<file path="src/rtl/mlp_layer_engine_if.sv">
// mlp_layer_engine_if: start/beat handshake and result bundle for mlp_layer_engine
interface mlp_layer_engine_if #(
  parameter int DW = 8,
  parameter int LANES = 8
);
  localparam int IW = LANES > 1 ? $clog2(LANES) : 1;
  logic start;
  logic relu_en;
  logic [LANES*DW-1:0] bias;
  logic in_valid;
  logic in_ready;
  logic [DW-1:0] in_data;
  logic [LANES*DW-1:0] wt_data;
  logic busy;
  logic done;
  logic [LANES*DW-1:0] out_vec;
  logic [IW-1:0] max_idx;
  modport master (
    output start, relu_en, bias, in_valid, in_data, wt_data,
    input in_ready, busy, done, out_vec, max_idx
  );
  modport slave (
    input start, relu_en, bias, in_valid, in_data, wt_data,
    output in_ready, busy, done, out_vec, max_idx
  );
endinterface

</file>
<file path="src/rtl/mlp_layer_engine.sv">
// mlp_layer_engine: LANES-wide signed MAC layer with requantise, saturate, optional ReLU.
// Define MLP_ARGMAX_EN to add the sequential argmax stage driving max_idx.
module mlp_layer_engine #(
  parameter int DW = 8,
  parameter int LANES = 8,
  parameter int N_IN = 64,
  parameter int SHIFT = 4,
  parameter int ACCW = 2*DW+$clog2(N_IN)
) (
  input logic clk,
  input logic rst,
  mlp_layer_engine_if.slave io
);
  localparam int IW = LANES > 1 ? $clog2(LANES) : 1;
  localparam int CW = $clog2(N_IN > LANES ? N_IN : LANES) + 1;
  localparam int RW = ACCW + DW + SHIFT;
  localparam logic signed [RW-1:0] SMAX = RW'(2**(DW-1) - 1);
  localparam logic signed [RW-1:0] SMIN = ~SMAX;
  localparam logic [2:0] IDLE = 3'd0;
  localparam logic [2:0] ACCUM = 3'd1;
  localparam logic [2:0] ACT = 3'd2;
  localparam logic [2:0] DONE = 3'd4;
`ifdef MLP_ARGMAX_EN
  localparam logic [2:0] ARGMAX = 3'd3;
  localparam logic [2:0] ACT_NEXT = ARGMAX;
`else
  localparam logic [2:0] ACT_NEXT = DONE;
`endif
  logic [2:0] state_q, state_d;
  logic [CW-1:0] cnt_q, cnt_d;
  logic signed [ACCW-1:0] acc_q [LANES];
  logic signed [ACCW-1:0] acc_d [LANES];
  logic [LANES*DW-1:0] bias_q, bias_d, out_q, out_d, res;
  logic relu_q, relu_d;
  logic [2*DW-1:0] p;
  logic signed [RW-1:0] sum, sh;
`ifdef MLP_ARGMAX_EN
  logic signed [DW-1:0] best_val_q, best_val_d, cur;
  logic [IW-1:0] best_idx_q, best_idx_d, max_idx_q, max_idx_d;
  logic take;
  assign io.max_idx = max_idx_q;
`else
  assign io.max_idx = '0;
`endif
  assign io.in_ready = state_q == ACCUM;
  assign io.busy = state_q != IDLE;
  assign io.done = state_q == DONE;
  assign io.out_vec = out_q;
  // Bias is aligned to the accumulator's fixed point before the floor shift.
  always_comb begin
    res = '0;
    sum = '0;
    sh = '0;
    for (int i = 0; i < LANES; i++) begin
      sum = RW'(acc_q[i]) + (RW'($signed(bias_q[i*DW +: DW])) <<< SHIFT);
      sh = sum >>> SHIFT;
      res[i*DW +: DW] = (relu_q && sh[RW-1]) ? '0 :
                        sh > SMAX ? SMAX[DW-1:0] :
                        sh < SMIN ? SMIN[DW-1:0] : sh[DW-1:0];
    end
  end
  always_comb begin
    state_d = state_q;
    cnt_d = cnt_q;
    acc_d = acc_q;
    bias_d = bias_q;
    relu_d = relu_q;
    out_d = out_q;
    p = '0;
`ifdef MLP_ARGMAX_EN
    cur = out_q[cnt_q[IW-1:0]*DW +: DW];
    take = cnt_q == '0 || cur > best_val_q;
    best_val_d = best_val_q;
    best_idx_d = best_idx_q;
    max_idx_d = max_idx_q;
`endif
    case (state_q)
      IDLE: if (io.start) begin
        state_d = ACCUM;
        cnt_d = '0;
        acc_d = '{default: '0};
        bias_d = io.bias;
        relu_d = io.relu_en;
      end
      ACCUM: if (io.in_valid) begin
        for (int i = 0; i < LANES; i++) begin
          p = {{DW{io.in_data[DW-1]}}, io.in_data} *
              {{DW{io.wt_data[i*DW+DW-1]}}, io.wt_data[i*DW +: DW]};
          acc_d[i] = acc_q[i] + ACCW'($signed(p));
        end
        cnt_d = cnt_q + CW'(1);
        state_d = cnt_q == CW'(N_IN - 1) ? ACT : ACCUM;
      end
      ACT: begin
        out_d = res;
        cnt_d = '0;
        state_d = ACT_NEXT;
      end
`ifdef MLP_ARGMAX_EN
      ARGMAX: begin
        best_val_d = take ? cur : best_val_q;
        best_idx_d = take ? cnt_q[IW-1:0] : best_idx_q;
        cnt_d = cnt_q + CW'(1);
        state_d = cnt_q == CW'(LANES - 1) ? DONE : ARGMAX;
        max_idx_d = cnt_q == CW'(LANES - 1) ? best_idx_d : max_idx_q;
      end
`endif
      default: state_d = IDLE;
    endcase
  end
  always_ff @(posedge clk) begin
    if (rst) begin
      state_q <= IDLE;
      cnt_q <= '0;
      acc_q <= '{default: '0};
      bias_q <= '0;
      relu_q <= 1'b0;
      out_q <= '0;
    end else begin
      state_q <= state_d;
      cnt_q <= cnt_d;
      acc_q <= acc_d;
      bias_q <= bias_d;
      relu_q <= relu_d;
      out_q <= out_d;
    end
  end
`ifdef MLP_ARGMAX_EN
  always_ff @(posedge clk) begin
    if (rst) begin
      best_val_q <= '0;
      best_idx_q <= '0;
      max_idx_q <= '0;
    end else begin
      best_val_q <= best_val_d;
      best_idx_q <= best_idx_d;
      max_idx_q <= max_idx_d;
    end
  end
`endif
endmodule

</file>
<file path="src/flat_wrapper.sv">
// flat-port wrapper written by rule: the top's interface ports become plain ports
module mlp_layer_engine_flat 
#(
  parameter int DW = 8,
  parameter int LANES = 8,
  parameter int N_IN = 64,
  parameter int SHIFT = 4,
  parameter int ACCW = 2*DW+$clog2(N_IN)
)
  (clk, rst, io_start, io_relu_en, io_bias, io_in_valid, io_in_data, io_wt_data, io_in_ready, io_busy, io_done, io_out_vec, io_max_idx);
  mlp_layer_engine_if #(.DW(DW), .LANES(LANES)) io_i ();
  input logic clk;
  input logic rst;
  input wire logic [$bits(io_i.start)-1:0] io_start;
  input wire logic [$bits(io_i.relu_en)-1:0] io_relu_en;
  input wire logic [$bits(io_i.bias)-1:0] io_bias;
  input wire logic [$bits(io_i.in_valid)-1:0] io_in_valid;
  input wire logic [$bits(io_i.in_data)-1:0] io_in_data;
  input wire logic [$bits(io_i.wt_data)-1:0] io_wt_data;
  output wire logic [$bits(io_i.in_ready)-1:0] io_in_ready;
  output wire logic [$bits(io_i.busy)-1:0] io_busy;
  output wire logic [$bits(io_i.done)-1:0] io_done;
  output wire logic [$bits(io_i.out_vec)-1:0] io_out_vec;
  output wire logic [$bits(io_i.max_idx)-1:0] io_max_idx;
  assign io_i.start = io_start;
  assign io_i.relu_en = io_relu_en;
  assign io_i.bias = io_bias;
  assign io_i.in_valid = io_in_valid;
  assign io_i.in_data = io_in_data;
  assign io_i.wt_data = io_wt_data;
  assign io_in_ready = io_i.in_ready;
  assign io_busy = io_i.busy;
  assign io_done = io_i.done;
  assign io_out_vec = io_i.out_vec;
  assign io_max_idx = io_i.max_idx;
  mlp_layer_engine #(.DW(DW), .LANES(LANES), .N_IN(N_IN), .SHIFT(SHIFT), .ACCW(ACCW)) u_core (.clk(clk), .rst(rst), .io(io_i));
endmodule
</file>
<file path="config.mk">
export PLATFORM = sky130hd
export DESIGN_NAME = mlp_layer_engine_flat
export DESIGN_NICKNAME = d
export VERILOG_FILES = /design/src/rtl/mlp_layer_engine_if.sv /design/src/rtl/mlp_layer_engine.sv /design/src/flat_wrapper.sv
export SDC_FILE = /design/constraint.sdc
export NUM_CORES = 2
export LEC_CHECK = 0
export ABC_AREA = 1
export BUFFER_PORTS_ARGS = -buffer_cell sky130_fd_sc_hd__buf_2
export CORE_ASPECT_RATIO = 0.75
export CORE_MARGIN = 2
export CORE_UTILIZATION = 55
export CTS_BUF_LIST = sky130_fd_sc_hd__clkbuf_4
export DETAILED_ROUTE_END_ITERATION = 7
export GPL_ROUTABILITY_DRIVEN = 0
export PLACE_DENSITY = 0.77
export SYNTH_ARGS = -nofsm -noshare
export SYNTH_HDL_FRONTEND = slang
export SYNTH_SLANG_ARGS = --single-unit
</file>
<file path="constraint.sdc">
create_clock -name clk -period 7.4 [get_ports clk]
set_clock_uncertainty 0.1 [all_clocks]
set_input_delay 0.37 -clock clk [delete_from_list [all_inputs] [get_ports clk]]
set_output_delay 0.37 -clock clk [all_outputs]
set_load 0.01 [all_outputs]
</file>
==> reports/qor.yml <==
overflow: 0
grt_pass1_vias: 46627
tritoncts: "done"
clk_latency_ns: 1.05
end_kind: "flip-flop"
swShare_pct: 56.1
grt_max_degree: 195
final_nets: 8833
ys_seq_elements: 315
cts_buffer_depth: 3
worst_pin_slew_ns: 1.16
path_max_fanout: 4
crit_path_max_incr_delay_ns: 0.55
clk_pin_slew_ns: 0.07
avgRoutedWirePerCell_um: 16.4
synth_area_mm2: 0.0522
r2r-start: "u_core.acc_q[114]$_SDFFE_PP0P_"
rows: 97
dieArea_mm2: 0.0975
start_kind: "flip-flop"
clock-root-buffer: "clkbuf_4"
io_pins: 211
fillCellCount: 8271
cts_num_sinks: 315
seqPwrFrac_pct: 9.8
whs_ns: 0.111
first_pass_iters: 8
path_cells: "inv_1 > fa_1 > inv_1 > fa_1 > ha_1 > inv_1 > fa_1 > inv_1 > ha_1 > ha_1 > inv_1 > fa_1 > inv_1 > nand2_1 > a21oi_1 > a21boi_0 > o21ai_1 > a21boi_0 > o21ai_1 > nor2_1 > nor2_1 > nand2_1 > a21oi_1"
slew_viol_final: 0
p_switching_mw: 13.8
synth_async_sr_flop_share_pct: 0
ant_nets: 0
cts_buffers: 94
mostFrequentLayoutCell: "nand2_1"
synthCells: 7060
worstSetupPathType: "flip-flop to flip-flop"
power_density_mw_per_mm2: 430
coreArea_mm2: 0.0937
hold_path.class: "input pin to flip-flop"
dp_slack_ns: 1.01
final_area_mm2: 0.0573
ys_types: 52
clockPowerShare_pct: 7.2
cp.required_ns: 8.20
track_usage_pct: 29.7
yosysSeqAreaShare_pct: 12.1
period_share_pct: 75.3
antenna_found_initial: 32
worst_slack_ns: 1.83
intPower_mw: 10.8
start_util_pct: 55.7
pwr-share-comb_pct: 83.0
cpMaxStageDelayCell: "fa_1"
setup-violations-final: 0
grt_pass1_wl_um: 235000
synth_warnings: 0
drt_iter0_drc: 3901
slew_headroom_pct: 22.6
drc: 0
ir_drop_uv: 368
viasPerCell: 5.37
avgSynthCellArea_um2: 7.40
maxCapViolCount: 0
htreeDepth: 3
io_buffers: 207
period_needed_ns: 5.57
hold_viol_final: 0
critPathLaunch: "u_core.acc_q[114]$_SDFFE_PP0P_"
die_height_um: 271
status: "finished, final reports clean"
fin_util_pct: 61.2
mostFrequentLayoutCells: "nand2_1, inv_1, fa_1"
crit_arrival_ns: 6.38
ys.flop_type: "dfxtp_1"
place_area_mm2: 0.0542
place.detailed.hpwl_um: 109000
rsz0062_at_grt: "false"
path_common_cell: "inv_1"
fmax_ghz: 0.179
drive_above_1_share_pct: 6.60
p_leak_nw: 31.3
vias: 46752
wirelength_um: 142000
die_w_um: 360
cts_resized: 0
synth_edf_count: 0
hp-start: "io_wt_data[50]"
setup_tns_ns: 0
syn_to_final_growth_pct: 9.73
power groups by stage:
stage	combinational, mW	clock (mW)	sequential (mW)
floorplan	15.6	0	2.26
global placement	19.1	0	2.45
detailed placement	19.8	0	2.45
CTS	20.1	1.80	2.42
global route	23.3	1.90	2.46
finish	20.5	1.76	2.42
final timing paths:
| check | to | slack (ns) | cells past startpoint |
|---|---|---|---|
| max | u_core.acc_q[126]$_SDFFE_PP0P_ | 1.83 | 23 |
| min | u_core.acc_q[24]$_SDFFE_PP0P_ | 0.11 | 7 |
| max reg2reg | u_core.acc_q[126]$_SDFFE_PP0P_ | 1.83 | 23 |
| min reg2reg | u_core.io.out_vec[26]$_SDFFE_PP0P_ | 0.36 | 2 |
what timing repair did:
| item | CTS | global route |
|---|---|---|
| hold buffers | 187 | 0 |
| endpoints found under the hold margin | 130 | 0 |
| setup buffers | 0 | 0 |
synthesized netlist by cell type (16+ instances only):
master	n	area share [%]
nand2_1	1946	14
inv_1	1384	9.9
fa_1	776	30
a21oi_1	616	5.9
ha_1	545	13
nand3_1	345	3.3
dfxtp_1	315	12
nor2_1	286	2.1
o21ai_0	150	1.4
clkbuf_1	109	0.78
xor2_1	74	1.2
xnor2_1	56	0.94
or2_2	47	0.56
clkbuf_2	45	0.43
nor3_1	45	0.43
nand4_1	44	0.53
buf_1	34	0.24
buf_4	22	0.32
o21ai_1	22	0.21
o31ai_1	19	0.27
nand3b_1	17	0.24
a31oi_1	16	0.19
worst max-delay path: cells and delay by family, from the launching register on:
kind / cells / cell delay (ns)
flip-flops: 1 / 0.51
adder cells (fa/ha/maj): 7 / 2.72
AND/OR/NAND/NOR: 4 / 0.27
buffers and inverters: 6 / 0.51
AO/OA/AOI/OAI: 6 / 1.30
metrics by stage:
stage | cells | power, mW
3_3_place_gp | 8325 | 21.6
4_1_cts | 8676 | 24.4
3_5_place_dp | 8325 | 22.3
6_report | 8710 | 24.7
5_1_grt | 8700 | 27.7
2_1_floorplan | 7062 | 17.9
layer usage:
| metal | up-vias | track usage (%) | routed length [µm] |
|---|---|---|---|
| li1 | 22521 | - | - |
| met1 | 22085 | 41.2 | 62700 |
| met2 | 1787 | 44.8 | 61000 |
| met3 | 349 | 6.59 | 13000 |
| met4 | 10 | 12.4 | 5650 |
| met5 | - | 0 | 53 |
cell families after synthesis:
group	Yosys count	synth area share [%]
AOI/OAI and AO/OA	907	9.34
xor gates and xnor gates	130	2.18
adders and majority gates	1321	42.8
buffers and inverters	1617	11.9
DFF	315	12.1
other	1	0.00718
and+or+nand+nor	2769	21.7
layout make-up:
cell class | count | area (µm²) | share of cell area, %
tap | 1237 | 1550 | 2.70
timing repair buffer | 427 | 3230 | 5.64
multi-input combinational | 5130 | 39700 | 69.3
antenna | 34 | 85.1 | 0.148
clock buffer | 127 | 953 | 1.66
inverter | 1403 | 5270 | 9.20
sequential | 315 | 6310 | 11.0
clock inverter | 37 | 204 | 0.356
flip-flops by register name, summed over array words and instances, names as in the netlist:
register,flops
u_core.acc_q,176
u_core.bias_q,64
u_core.cnt_q,7
u_core.io.out_vec,64
u_core.relu_q,1
u_core.state_q,3
Note: power is estimated with default switching activity, not from simulation.
